--- src/rtl/mantissa_alu_seq.sv ---
`default_nettype none
// ============================================================================
// Module   : mantissa_alu_seq
// Purpose  : Sequential significand datapath for the FPU. Adds, subtracts
//            (magnitude) or multiplies (shift-add, one multiplier bit per
//            cycle) two MW-bit significands. The result is presented as an
//            MW+GUARD+1 bit word with guard bits and a sticky flag, ready
//            for normalise/round.
// Revision : 1.0 - initial release
// ============================================================================
module mantissa_alu_seq #(
   parameter int MW         = 24,
   parameter int GUARD      = 3,
   parameter bit EARLY_EXIT = 1'b0
) (
   input  logic                clk,
   input  logic                rst_n,
   input  logic                start,
   input  logic [1:0]          op,
   input  logic [MW-1:0]       a,
   input  logic [MW-1:0]       b,
   output logic [MW+GUARD:0]   dout,
   output logic                sticky,
   output logic                sign,
   output logic                busy,
   output logic                done
);

   localparam int PW = 2 * MW;
   localparam int CW = (MW > 1) ? $clog2(MW) : 1;
   localparam logic [CW-1:0] CNT_LAST = CW'(MW - 1);
   localparam logic [1:0]    OP_SUB   = 2'b01;
   localparam logic [1:0]    OP_MUL   = 2'b10;

   typedef enum logic [1:0] {
      S_IDLE = 2'd0,
      S_ADD  = 2'd1,
      S_MUL  = 2'd2,
      S_DONE = 2'd3
   } state_t;

   state_t             state_q, state_d;
   logic [1:0]         op_q, op_d;
   // Multiplier shifts right so bit 0 is always the bit being processed;
   // in add/sub it simply holds operand A.
   logic [MW-1:0]      mplier_q, mplier_d;
   // Multiplicand shifts left so it is always b << i; in add/sub its low
   // MW bits hold operand B.
   logic [PW-1:0]      mcand_q, mcand_d;
   logic [PW-1:0]      prod_q, prod_d;
   logic [CW-1:0]      cnt_q, cnt_d;
   logic [MW+GUARD:0]  dout_q, dout_d;
   logic               sticky_q, sticky_d;
   logic               sign_q, sign_d;

   logic [MW:0]        sum;
   logic               a_ge_b;
   logic [MW-1:0]      diff;
   logic [PW-1:0]      prod_acc;
   logic               mul_last;

   assign sum      = {1'b0, mplier_q} + {1'b0, mcand_q[MW-1:0]};
   assign a_ge_b   = (mplier_q >= mcand_q[MW-1:0]);
   assign diff     = a_ge_b ? (mplier_q - mcand_q[MW-1:0])
                            : (mcand_q[MW-1:0] - mplier_q);
   assign prod_acc = prod_q + (mplier_q[0] ? mcand_q : {PW{1'b0}});
   // Early exit looks at the multiplier bits above the one being processed.
   assign mul_last = (cnt_q == CNT_LAST) ||
                     (EARLY_EXIT && (mplier_q[MW-1:1] == {(MW-1){1'b0}}));

   // Next-state and datapath update; result registers change only on entry to DONE.
   always_comb begin
      state_d  = state_q;
      op_d     = op_q;
      mplier_d = mplier_q;
      mcand_d  = mcand_q;
      prod_d   = prod_q;
      cnt_d    = cnt_q;
      dout_d   = dout_q;
      sticky_d = sticky_q;
      sign_d   = sign_q;
      case (state_q)
         S_IDLE: begin
            if (start) begin
               op_d     = op;
               mplier_d = a;
               mcand_d  = {{MW{1'b0}}, b};
               prod_d   = '0;
               cnt_d    = '0;
               state_d  = (op == OP_MUL) ? S_MUL : S_ADD;
            end
         end
         S_ADD: begin
            if (op_q == OP_SUB) begin
               dout_d = {1'b0, diff, {GUARD{1'b0}}};
               sign_d = ~a_ge_b;
            end else begin
               // Reserved opcode 11 executes as add.
               dout_d = {sum, {GUARD{1'b0}}};
               sign_d = 1'b0;
            end
            sticky_d = 1'b0;
            state_d  = S_DONE;
         end
         S_MUL: begin
            prod_d   = prod_acc;
            mplier_d = mplier_q >> 1;
            mcand_d  = mcand_q << 1;
            cnt_d    = cnt_q + CW'(1);
            if (mul_last) begin
               dout_d   = prod_acc[PW-1:MW-GUARD-1];
               sticky_d = |prod_acc[MW-GUARD-2:0];
               sign_d   = 1'b0;
               state_d  = S_DONE;
            end
         end
         S_DONE: begin
            state_d = S_IDLE;
         end
         default: begin
            state_d = S_IDLE;
         end
      endcase
   end

   // State and datapath registers with synchronous active-low reset.
   always_ff @(posedge clk) begin
      if (!rst_n) begin
         state_q  <= S_IDLE;
         op_q     <= '0;
         mplier_q <= '0;
         mcand_q  <= '0;
         prod_q   <= '0;
         cnt_q    <= '0;
         dout_q   <= '0;
         sticky_q <= 1'b0;
         sign_q   <= 1'b0;
      end else begin
         state_q  <= state_d;
         op_q     <= op_d;
         mplier_q <= mplier_d;
         mcand_q  <= mcand_d;
         prod_q   <= prod_d;
         cnt_q    <= cnt_d;
         dout_q   <= dout_d;
         sticky_q <= sticky_d;
         sign_q   <= sign_d;
      end
   end

   assign dout   = dout_q;
   assign sticky = sticky_q;
   assign sign   = sign_q;
   assign busy   = (state_q != S_IDLE);
   assign done   = (state_q == S_DONE);

endmodule
`default_nettype wire
--- config.mk ---
export PLATFORM = sky130hd
export DESIGN_NAME = mantissa_alu_seq
export DESIGN_NICKNAME = d
export VERILOG_FILES = /design/src/rtl/mantissa_alu_seq.sv
export SDC_FILE = /design/constraint.sdc
export NUM_CORES = 1
export LEC_CHECK = 0
export BUFFER_PORTS_ARGS = -buffer_cell sky130_fd_sc_hd__clkbuf_2
export CORE_UTILIZATION = 43
export CTS_CLUSTER_DIAMETER = 50
export CTS_CLUSTER_SIZE = 24
export DETAILED_ROUTE_END_ITERATION = 6
export MAX_ROUTING_LAYER = met4
export PLACE_DENSITY_LB_ADDON = 0.08
export REMOVE_ABC_BUFFERS = 1
export SETUP_SLACK_MARGIN = 0.1
export SYNTH_ARGS = -nofsm -noshare
export SYNTH_HDL_FRONTEND = slang
export SYNTH_SLANG_ARGS = --single-unit
--- constraint.sdc ---
create_clock -name clk -period 5 [get_ports clk]
set_clock_uncertainty 0.1 [all_clocks]
set_input_delay 0.5 -clock clk [delete_from_list [all_inputs] [get_ports clk]]
set_output_delay 0.5 -clock clk [all_outputs]
set_load 0.01 [all_outputs]
# Yosys cells after proc, flatten, opt, wreduce, memory -nomap -nowiden
# Index checks and enable logic that the tools add are counted.
[classes]
addsub = 5
n_lt_le_gt_ge = 1
n_eq_ne = 8
n_mux = 22
bitwise_logic = 1
reduce_logical = 9
[ops]
columns = ["cell", "n"]
rows = [
  ["48-bit one-hot mux with 2 select lines", 2],
  ["48-bit two-way mux", 3],
  ["28-bit two-way mux", 2],
  ["28-bit one-hot mux with 2 select lines", 1],
  ["48-bit adder", 1],
  ["24-bit two-way mux", 2],
  ["24-bit one-hot mux with 2 select lines", 1],
  ["24-bit subtractor", 2],
  ["24-bit by 24-bit adder with 25-bit output", 1],
  ["24-bit >= comparator", 1],
  ["20-bit OR reduction", 1],
  ["5-bit one-hot mux with 2 select lines", 1],
  ["2-bit one-hot mux with 4 select lines", 1],
  ["2-bit AND reduction", 4],
  ["2-bit == test, second input constant", 3],
  ["2-bit two-way mux", 3],
  ["2-bit nonzero test", 3],
  ["5-bit by 1-bit adder with 5-bit output, second input constant", 1],
  ["5-bit == test, second input constant", 1],
  ["5-bit two-way mux", 1],
  ["2-bit by 1-bit == test with 1-bit output, second input constant", 2],
  ["2-bit inequality test, second input constant", 2],
  ["1-bit one-hot mux with 2 select lines", 2],
  ["1-bit two-way mux", 3],
  ["other kinds (2)", 2],
]
[totals]
register_bits = 159
in_bits = 53
out_inout_bits = 32
wordCells = 55

# Longest topological paths before layout
[logic_depth]
depth_word = 5
ltp_mapped = 16
depth_no_buf = 15

# Least setup slack after synthesis
# OpenSTA, ideal clock, no wires.
[synth_path]
path_kind = "register to register"
startpoint = "register mplier_q[0]"
endpoint = "register dout_q[26], in the netlist dout[26]"
setup_ns = 0.095
t_arrival_ns = 3.288
t_required_ns = 4.805
path_slack_ns = 1.516
stages_incl_launch_ff = 17
path_buffers = 2
period_less_slack_ns = 3.484
cell_sequence = "dfxtp_1 inv_1 clkbuf_1 nor2_1 ha_1 buf_2 a21o_1 a21oi_1 o211ai_1 a221oi_1 a21bo_2 a311oi_1 o31a_2 o21ai_2 a221oi_2 xor2_1 a221oi_1"
[synth_between]
elab_chain_len = 4
word_cells_on_any_way = 10
classes_between = "4 x add/sub; 1 x order compare; 5 x mux"
[synth_rtl]
columns = ["element", "line_no", "rtl"]
rows = [
  ["start: declaration", "46", "logic [MW-1:0] mplier_q, mplier_d;"],
  ["start signal: assignment", "141", "mplier_q <= mplier_d;"],
  ["48-bit two-way mux (tied with other cells)", "66", "assign prod_acc = prod_q + (mplier_q[0] ? mcand_q : {PW{1'b0}});"],
  ["48-bit adder or 24-bit two-way mux (tied branches)", "66, 64", ""],
  ["28-bit two-way mux (on tied branches)", "110, 94", ""],
  ["28-bit one-hot mux with 2 select lines *", "82", "case (state_q)"],
  ["end signal: assignment", "145", "dout_q <= dout_d;"],
  ["end: declaration", "52", "logic [MW+GUARD:0] dout_q, dout_d;"],
]
# Every way passes the cells marked *; elsewhere a longest branch is shown, timed or not. The select of a mux whose other input is x is not followed.
# A chain may end at the register's enable or synchronous reset.

# Worst setup path in the final report
[layout_path]
startpoint = "register mplier_q[0]"
endpoint = "register dout_q[24], in the netlist dout[24]"
# Same word-level chain as after synthesis.

==> flow_metrics.py <==
metrics = {
    "status": {
        "status": "finished, final reports clean",
    },
    "cts": {
        "clk_latency_ps": 450,
        "post_cts_resized": 0,
        "htree_levels": 4,
        "path_clk_slew_ps": 70,
        "postCtsSetupBuffers": 0,
        "clkSinkCount": 159,
        "cts_tree": "built",
        "cts_buffer_depth": 2,
        "cts-root-buf": "clkbuf_16",
        "numCtsBuffers": 17,
        "postCtsHoldBufs": 0,
    },
    "floorplanning": {
        "die_y_um": 173.7,
        "io_pins": 85,
        "dieWidth_um": 173.7,
        "rows": 62,
        "initial_core_util": 0.4393,
        "core-area_um2": 28860,
        "die-area_um2": 30170,
    },
    "placement": {
        "gp_congestion": 0.9471,
        "portBuffers": 84,
        "place_area_um2": 13310,
        "dpl.hpwl_um": 28780,
    },
    "synth": {
        "synth_xor_area_frac": 0.04836,
        "synth_simple_gate_area_share": 0.1860,
        "syn_inst": 1629,
        "synth_fa_ha_area_frac": 0.1267,
        "syn_avg_cell_area_um2": 7.782,
        "yosysWarnings": 0,
        "synth_compound_area_frac": 0.2758,
        "ys_seq_area_frac": 0.2511,
        "yosys_most_used_dff": "dfxtp_1",
        "synth_edf_count": 0,
        "synth_top_family_by_area": "compound AO/OA/AOI/OAI gates",
        "syn_area_um2": 12680,
        "synthMuxAreaShare": 0.05182,
        "synth-async-reset-ratio": 0,
        "synth_seq_cells": 159,
        "ys_types": 90,
    },
    "setup_path": {
        "worstPathMaxFanout": 28,
        "start_kind": "flip-flop",
        "criticalPathCategory": "flip-flop to flip-flop",
        "critical-path-max-stage-delay_ps": 400,
        "worstPathArrival_ps": 4490,
        "required_ps": 5230,
        "reg2reg_from": "mplier_q[0]",
        "cp_common_cell": "ha_1",
        "end_kind": "flip-flop",
        "slowest_stage": "fa_1",
        "critPathLaunch": "mplier_q[0]",
        "path_cells": "buf_4 > ha_1 > ha_1 > inv_1 > fa_1 > nand2b_1 > a21o_1 > a31o_1 > o31ai_2 > a221o_1 > a21oi_2 > o31a_1 > nor4_1 > nor3_1 > xor2_1 > a21oi_1",
    },
    "route": {
        "ant_nets": 0,
        "avgViaCountPerCell": 5.834,
        "wl_per_cell_um": 18.95,
        "drt_iter0_markers": 919,
        "vias": 11920,
        "remaining_drc_errors": 0,
        "routed_wl_um": 38730,
        "drt_pass1_iterations": 5,
    },
    "sta": {
        "post-route-period-util": 0.8533,
        "grt_setup_unrepaired": "no",
        "worstMarginPinSlew_ps": 1063,
        "fmax_ghz": 0.2344,
        "finalSetupViolations": 0,
        "maxSlewHeadroom": 0.2898,
        "hold_viol_final": 0,
        "hold_slack_ps": 211.9,
        "layout_min_cycle_time_ps": 4267,
        "setup_tns_ps": 0,
        "maxSlewViolCount": 0,
    },
    "power": {
        "peakVddDrop_mv": 0.4482,
        "p_per_area_nw_per_um2": 719.3,
        "p_leak_uw": 0.005965,
    },
    "grt": {
        "grt_overflow": 0,
        "grt_usage": 0.2672,
        "grt_max_degree": 76,
        "grt_pass1_vias": 11500,
        "grt_pass1_wl_um": 62180,
        "antenna_found_initial": 1,
    },
    "final_layout": {
        "diodes": 0,
        "layout.area.seq_um2": 3183,
        "nets": 1825,
        "finalInstanceArea_um2": 13880,
        "drive_gt1_frac": 0.1079,
        "multiInputGateArea_um2": 8761,
        "fillCellCount": 3002,
        "syn_to_final_growth_pct": 9.475,
    },
    "worst_hold_path": {
        "holdCritStartpoint": "a[23]",
        "min_path_type": "primary input to flip-flop",
    },
    "job": {
        "drv_cap": 0,
    },
}
[flip-flops by register name (all words and copies together), names as in the netlist]
name,cells
mcand_q,48
cnt_q,5
op_q,2
sign,1
prod_q,48
state_q,2
mplier_q,24
sticky,1
dout,28
[stage by stage]
step,std cells,util,power [uW],setup slack [ps]
3_3_place_gp,2011,0.4612,8580,782.1
2_1_floorplan,1526,-,6561,-2330
5_1_grt,2043,0.4809,10720,524.2
6_report,2043,0.4809,9983,733.5
3_5_place_dp,2011,0.4612,8570,826.2
4_1_cts,2043,0.4809,9937,784.5
[critical path, delay by kind of cell, from the launching register on]
family | cells | cell delay [ps]
AOI/OAI and AO/OA | 7 | 1670
xor gates and xnor gates | 1 | 210
adders and majority gates | 3 | 870
buffers and inverters | 2 | 330
DFF | 1 | 330
and+or+nand+nor | 3 | 620
[worst paths after layout]
kind,end,slack (ps),cells past startpoint
worst min-delay path,mplier_q[23],210,3
worst max-delay path,dout[24],730,16
worst max register to register,dout[24],730,16
worst min register to register,dout[0],360,2
[cell usage in the layout, fill, tap and decap left out, drive strengths merged, types with 15 or more instances in the layout]
cell	Yosys	routed
nor2	217	217
dfxtp	159	159
a21oi	149	149
ha	122	122
clkbuf	74	104
nand2	103	103
inv	88	95
o21ai	75	75
mux2i	63	63
a22oi	57	57
a211oi	56	56
a21o	42	42
xnor2	40	40
nor3	35	35
and2	32	32
xor2	30	30
nand3	24	24
nand4	20	20
o21bai	18	18
a31oi	18	18
nand2b	17	17
buf	29	17
nor2b	17	17
o221ai	15	15
[Yosys cell counts, types with 6 or more instances]
master | n | area [um2]
buf_1 | 10 | 37.54
a21o_1 | 42 | 315.3
o21bai_1 | 18 | 135.1
nor3_1 | 33 | 165.2
a31oi_1 | 17 | 106.4
nand4_1 | 20 | 125.1
nand2_1 | 101 | 379.1
nor2_1 | 217 | 814.5
a221oi_1 | 8 | 70.07
a21oi_1 | 144 | 720.7
o221ai_1 | 15 | 131.4
nor4_1 | 8 | 50.05
xnor2_1 | 40 | 350.3
a211oi_1 | 54 | 405.4
a22oi_1 | 57 | 427.9
o211ai_1 | 8 | 60.06
mux2i_1 | 63 | 630.6
o21a_1 | 11 | 82.58
clkbuf_1 | 74 | 277.8
o31ai_1 | 6 | 45.04
and3_1 | 7 | 43.79
xor2_1 | 30 | 262.8
o21ai_2 | 6 | 52.55
o21ai_1 | 8 | 40.04
o21ai_0 | 61 | 305.3
ha_1 | 122 | 1526
inv_1 | 88 | 330.3
buf_2 | 16 | 80.08
nand3_1 | 23 | 115.1
nand2b_1 | 17 | 106.4
dfxtp_1 | 159 | 3183
or3_1 | 8 | 50.05
and2_1 | 31 | 193.9
nor2b_1 | 17 | 106.4
[cell type report]
type / count / area share
Timing Repair Buffer: 101 / 0.03949
Clock inverter: 12 / 0.008835
Sequential cell: 159 / 0.2294
Inverter: 89 / 0.02425
Clock buffer: 20 / 0.03219
Multi-Input combinational cell: 1278 / 0.6313
Tap cell: 384 / 0.03462
[where the power goes]
part	switching [uW]	total, uW	internal, uW
Combinational	4430	6730	2300
Sequential	359	1920	1570
Clock	614	1320	711
[per-layer routing]
metal	up-vias	track usage	routed length [um]	part of all wire
met4	0	0.09539	981	0.025
met5	-	-	0	0
met1	5686	0.3561	18700	0.48
met2	294	0.4127	17290	0.45
met3	55	0.03531	1754	0.045
li1	5884	-	-	-
[kinds of logic (layout without fill, tap and decap cells)]
group,after synthesis,in the layout
compound gates,510,510
xor+xnor,70,70
fa+ha+maj,126,126
buf+inv,192,222
flops,159,159
mux,65,65
simple gates,507,507
Note: power is estimated with default switching activity, not from simulation.
